===== src/rtl/bias_z_writeback.sv =====
// bias_z_writeback: deskews skewed per-column Z values into full rows and writes them to the unified buffer.
// Optional feature: define BIAS_Z_WB_RELU_EN to clamp negative row elements to zero at the FIFO heads.
module bias_z_writeback #(
    parameter int N          = 2,
    parameter int ADDR_W     = 8,
    parameter int FIFO_DEPTH = 4
) (
    input  logic                clk,
    input  logic                rst,
    input  logic                start,
    input  logic [ADDR_W-1:0]   base_addr,
    input  logic [ADDR_W-1:0]   num_rows,
    input  logic [N*16-1:0]     z_data_in,
    input  logic [N-1:0]        z_valid_in,
    output logic                ub_wr_en,
    input  logic                ub_wr_ready,
    output logic [ADDR_W-1:0]   ub_wr_addr,
    output logic [N*16-1:0]     ub_wr_data,
    output logic                busy,
    output logic                done,
    output logic                err_overflow
);
    localparam int PTR_W = $clog2(FIFO_DEPTH);

    typedef enum logic [1:0] {S_IDLE, S_RUN, S_DONE} state_t;

    state_t              state;
    logic [ADDR_W-1:0]   base_q;
    logic [ADDR_W-1:0]   rows_written;
    logic [ADDR_W-1:0]   rows_left;

    logic [15:0]         mem    [N][FIFO_DEPTH];
    logic [PTR_W:0]      wr_ptr [N];
    logic [PTR_W:0]      rd_ptr [N];
    logic [N-1:0]        fifo_empty;
    logic [N-1:0]        fifo_full;
    logic [N-1:0]        do_push;
    logic [N-1:0]        drop;
    logic                pop;

    // Pointers carry one extra wrap bit so full and empty are distinguishable.
    always_comb begin
        fifo_empty = '0;
        fifo_full  = '0;
        for (int i = 0; i < N; i++) begin
            fifo_empty[i] = (wr_ptr[i] == rd_ptr[i]);
            fifo_full[i]  = (wr_ptr[i][PTR_W] != rd_ptr[i][PTR_W]) &&
                            (wr_ptr[i][PTR_W-1:0] == rd_ptr[i][PTR_W-1:0]);
        end
    end

    assign ub_wr_en   = (state == S_RUN) && (fifo_empty == '0);
    assign pop        = ub_wr_en && ub_wr_ready;
    assign ub_wr_addr = base_q + rows_written;

    // A push into a full FIFO still succeeds when that FIFO pops in the same cycle.
    always_comb begin
        do_push = '0;
        drop    = '0;
        for (int i = 0; i < N; i++) begin
            do_push[i] = (state == S_RUN) && z_valid_in[i] && (!fifo_full[i] || pop);
            drop[i]    = (state == S_RUN) && z_valid_in[i] && fifo_full[i] && !pop;
        end
    end

    always_comb begin
        ub_wr_data = '0;
        for (int i = 0; i < N; i++) begin
            logic [15:0] head;
            head = mem[i][rd_ptr[i][PTR_W-1:0]];
`ifdef BIAS_Z_WB_RELU_EN
            if (head[15]) begin
                head = '0;
            end
`endif
            if (ub_wr_en) begin
                ub_wr_data[i*16 +: 16] = head;
            end
        end
    end

    // NOTE: FIFO storage is not reset; pointers are, and the row output is masked
    // by ub_wr_en, so stale contents can never reach the write port.
    always_ff @(posedge clk) begin
        for (int i = 0; i < N; i++) begin
            if (do_push[i]) begin
                mem[i][wr_ptr[i][PTR_W-1:0]] <= z_data_in[i*16 +: 16];
            end
        end
    end

    always_ff @(posedge clk or negedge rst) begin
        if (!rst) begin
            for (int i = 0; i < N; i++) begin
                wr_ptr[i] <= '0;
                rd_ptr[i] <= '0;
            end
        end else begin
            for (int i = 0; i < N; i++) begin
                if (state == S_DONE) begin
                    wr_ptr[i] <= '0;
                    rd_ptr[i] <= '0;
                end else begin
                    if (do_push[i]) wr_ptr[i] <= wr_ptr[i] + 1'b1;
                    if (pop)        rd_ptr[i] <= rd_ptr[i] + 1'b1;
                end
            end
        end
    end

    // NOTE: all state uses non-blocking assignments so every register samples
    // pre-edge values regardless of statement order.
    always_ff @(posedge clk or negedge rst) begin
        if (!rst) begin
            state        <= S_IDLE;
            base_q       <= '0;
            rows_written <= '0;
            rows_left    <= '0;
            busy         <= 1'b0;
            done         <= 1'b0;
            err_overflow <= 1'b0;
        end else begin
            done <= 1'b0;
            case (state)
                S_IDLE: begin
                    if (start) begin
                        base_q       <= base_addr;
                        rows_left    <= num_rows;
                        rows_written <= '0;
                        err_overflow <= 1'b0;
                        if (num_rows == '0) begin
                            state <= S_DONE;
                            done  <= 1'b1;
                        end else begin
                            state <= S_RUN;
                            busy  <= 1'b1;
                        end
                    end
                end
                S_RUN: begin
                    if (|drop) begin
                        err_overflow <= 1'b1;
                    end
                    if (pop) begin
                        rows_written <= rows_written + 1'b1;
                        rows_left    <= rows_left - 1'b1;
                        if (rows_left == ADDR_W'(1)) begin
                            state <= S_DONE;
                            busy  <= 1'b0;
                            done  <= 1'b1;
                        end
                    end
                end
                S_DONE: begin
                    state <= S_IDLE;
                end
                default: begin
                    state <= S_IDLE;
                    busy  <= 1'b0;
                end
            endcase
        end
    end

endmodule


===== config.mk =====
export PLATFORM = sky130hd
export DESIGN_NAME = bias_z_writeback
export DESIGN_NICKNAME = d
export VERILOG_FILES = /design/src/rtl/bias_z_writeback.sv
export SDC_FILE = /design/constraint.sdc
export NUM_CORES = 1
export LEC_CHECK = 0
export CORE_MARGIN = 1.5
export CORE_UTILIZATION = 55
export DETAILED_ROUTE_END_ITERATION = 10
export GPL_ROUTABILITY_DRIVEN = 0
export HOLD_SLACK_MARGIN = 0.12
export MAX_ROUTING_LAYER = met4
export PLACE_DENSITY_LB_ADDON = 0.12
export SLEW_MARGIN = 20
export SYNTH_ARGS = -nofsm -noshare
export SYNTH_HDL_FRONTEND = slang
export SYNTH_SLANG_ARGS = --single-unit

===== constraint.sdc =====
create_clock -name clk -period 3.2 [get_ports clk]
set_clock_uncertainty 0.05 [all_clocks]
set_input_delay 0.64 -clock clk [delete_from_list [all_inputs] [get_ports clk]]
set_output_delay 0.64 -clock clk [all_outputs]
set_load 0.01 [all_outputs]

==> metrics.yaml <==
final_common_cell: "edfxtp_1"
fp.dieW_um: 121
placed_area_mm2: 0.00884
cts_buffers: 17
path_common_cell: "nand3_1"
drt-wirelength-per-cell_um: 18.5
grt_pass1_wl_mm: 23.7
core-area_mm2: 0.0133
post-place-cells: 774
met1_usage: 0.293
cts_max_level: 4
rows: 42
finalMaxSlewViolations: 0
vias: 4628
area_growth_pct: 23.9
grt-ovfl-total: 0
min_period_over_period: 0.961
hold_viol: 0
fin_nets: 693
cellLeakagePower_uw: 0.00364
clockBufferDepth: 2
synth_area_leader_cell: "edfxtp_1"
grtUsageMet3: 0.0646
synth_area_mm2: 0.00760
drc: 0
rsz0062_at_grt: "false"
crit_chain: "xnor2_2, nand3_1, nand3_1, buf_12, nor2b_1, clkdlybuf4s50_1"
synth_edf_count: 128
cts_tree: "yes"
num_io_pins: 98
worst-setup-path-type: "reg -> out"
antennaDiodeCount: 0
power.total_uw: 10700
via_per_inst: 5.74
ant_nets: 0
grt-busiest-layer: "met2"
worst_slew_pin_slew_ns: 0.931
fill_cells: 938
syn_nets: 581
post-route-util: 0.705
slew_headroom: 0.379
fin_crit_ns: 3.07
track_usage: 0.225
initial_core_util: 0.570
critPathMaxStageDelay_ns: 0.58
setup_viol: 0
clkTransAtPathRegs_ns: 0.06
fmax_mhz: 325
yosys_warnings: 0
critPathTopFamily: "buffers and inverters"
fin_cells: 806
synth_cell_types: 51
crit_required_ns: 2.51
layout-drive-gt1-share: 0.133
yosys.area.top_type_share: 0.506
syn_inst: 506
cts.sinks: 169
ys_seq_area_frac: 0.641
grt_use_met2: 0.347
synth.ff_latch_count: 169
drtPass1Iterations: 4
start_kind: "register"
max_cap_viol_count: 0
async_flop_share: 0.243
cts_root_buf: "clkbuf_16"
drtIter0Drc: 364
yosys-top-cells-area: "edfxtp_1, dfrtp_1, mux4_2"
syn_area_per_cell_um2: 15.0
slowest_stage: "clkdlybuf4s50_1"
layout_common_cells: "edfxtp_1, clkdlybuf4s50_1, nand2_1, dfrtp_1, nor2b_1"
endpoint_kind: "output pin"
worstPathArrival_ns: 2.38
status: "finished, final reports clean"
wl_mm: 14.9
vdd.ir_drop.worst_mv: 0.781
critical_path_buf_inv_count: 2
insertion_delay_ns: 0.42
hold_class: "in -> async"
power.density_mw_per_mm2: 1140
io_buffers: 97
grt_max_degree: 42
timing.critical_path.fanout_max: 33
die_area_mm2: 0.0145
antenna_found_initial: 0
design_area_mm2: 0.00942
die_y_um: 121
ys.flop_type: "edfxtp_1"
fin_tns_setup_ns: 0
grt_pass1_vias: 4618
place_hpwl_mm: 9.53
[power by group]
group	leakage, µW	switching, µW	internal [µW]
Sequential	0.00168	329	3150
Clock	0.000262	828	1070
Combinational	0.00170	2660	2670
[worst paths after layout]
kind | from | endpoint | slack [ns] | cells after the start
setup / recovery | wr_ptr[0] | ub_wr_data[1] | 0.13 | 6
hold / removal | rst | rows_left[5] | 0.30 | 1
setup reg to reg | state[0] | mem[0][45] | 0.92 | 6
hold reg to reg | base_q[3] | base_q[3] | 0.44 | 2
max in group asynchronous | rst | rows_written[1] | 2.15 | 1
min in group clk | base_q[3] | base_q[3] | 0.44 | 2
[layer usage]
| layer | wire (µm) | vias up |
|---|---|---|
| li1 | - | 2146 |
| met1 | 6310 | 2330 |
| met2 | 7550 | 139 |
| met5 | 0 | - |
| met3 | 859 | 13 |
| met4 | 155 | 0 |
[stage by stage]
stage / worst slack, ns / hold WS [ns]
floorplan: 0.451 / 0.294
global placement: 0.370 / 0.420
detailed placement: 0.339 / 0.423
CTS: 0.0187 / 0.322
global route: 0.00265 / 0.374
finish: 0.125 / 0.305
[final cells by class]
class                           count  area (µm²)  share of cell area
Tap cell                          176         220              0.0234
Sequential cell                   169        4870               0.517
Multi-Input combinational cell    293        2570               0.273
Inverter                           20        75.1             0.00797
Clock inverter                     13         121              0.0129
Clock buffer                       18         429              0.0456
Timing Repair Buffer              117        1130               0.120
[synthesized netlist by cell type (2+ instances only)]
master,instances
and2_1,6
nand3b_1,2
xnor2_1,8
edfxtp_1,128
mux4_2,21
and3_1,2
buf_6,4
o211ai_1,5
a21oi_1,4
nand2b_1,5
o311ai_0,3
nor3_1,2
xor2_1,3
nor4_1,3
nand2_1,57
nor2b_1,35
dfrtp_1,41
mux2i_1,22
nand3_1,17
nor2_1,12
ha_1,20
clkbuf_1,12
a32o_1,2
inv_1,20
o22ai_1,6
a22oi_1,2
and3b_1,3
o21ai_0,5
nand4b_1,2
a22o_1,2
nand4_1,15
mux4_1,11
buf_2,6
o41ai_1,3
[registers in the layout, summed over array words and instances (netlist names)]
| signal | count |
|---|---|
| mem | 128 |
| wr_ptr | 6 |
| rd_ptr | 6 |
| state | 2 |
| base_q | 8 |
| err_overflow | 1 |
| rows_left | 8 |
| busy | 1 |
| done | 1 |
| rows_written | 8 |
[logic make-up (layout without fill, tap and decap cells)]
| family | after synthesis | count (layout) | share of synthesized area |
|---|---|---|---|
| AO/OA/AOI/OAI | 38 | 38 | 0.0364 |
| AND/OR/NAND/NOR | 168 | 168 | 0.116 |
| buffers and inverters | 44 | 168 | 0.0272 |
| multiplexers | 54 | 54 | 0.129 |
| XOR/XNOR | 12 | 12 | 0.0148 |
| adder cells (fa/ha/maj) | 21 | 21 | 0.0355 |
| flip-flops | 169 | 169 | 0.641 |
[timing repair]
| item | 4_1_cts | 5_1_grt |
|---|---|---|
| gates resized for setup | 4 | 4 |
| endpoints found under the setup margin | 3 | 3 |
| pin swaps | 0 | 1 |
| buffers inserted | 1 | 0 |
| hold buffers | 0 | 0 |
Note: power is estimated with default switching activity, not from simulation.
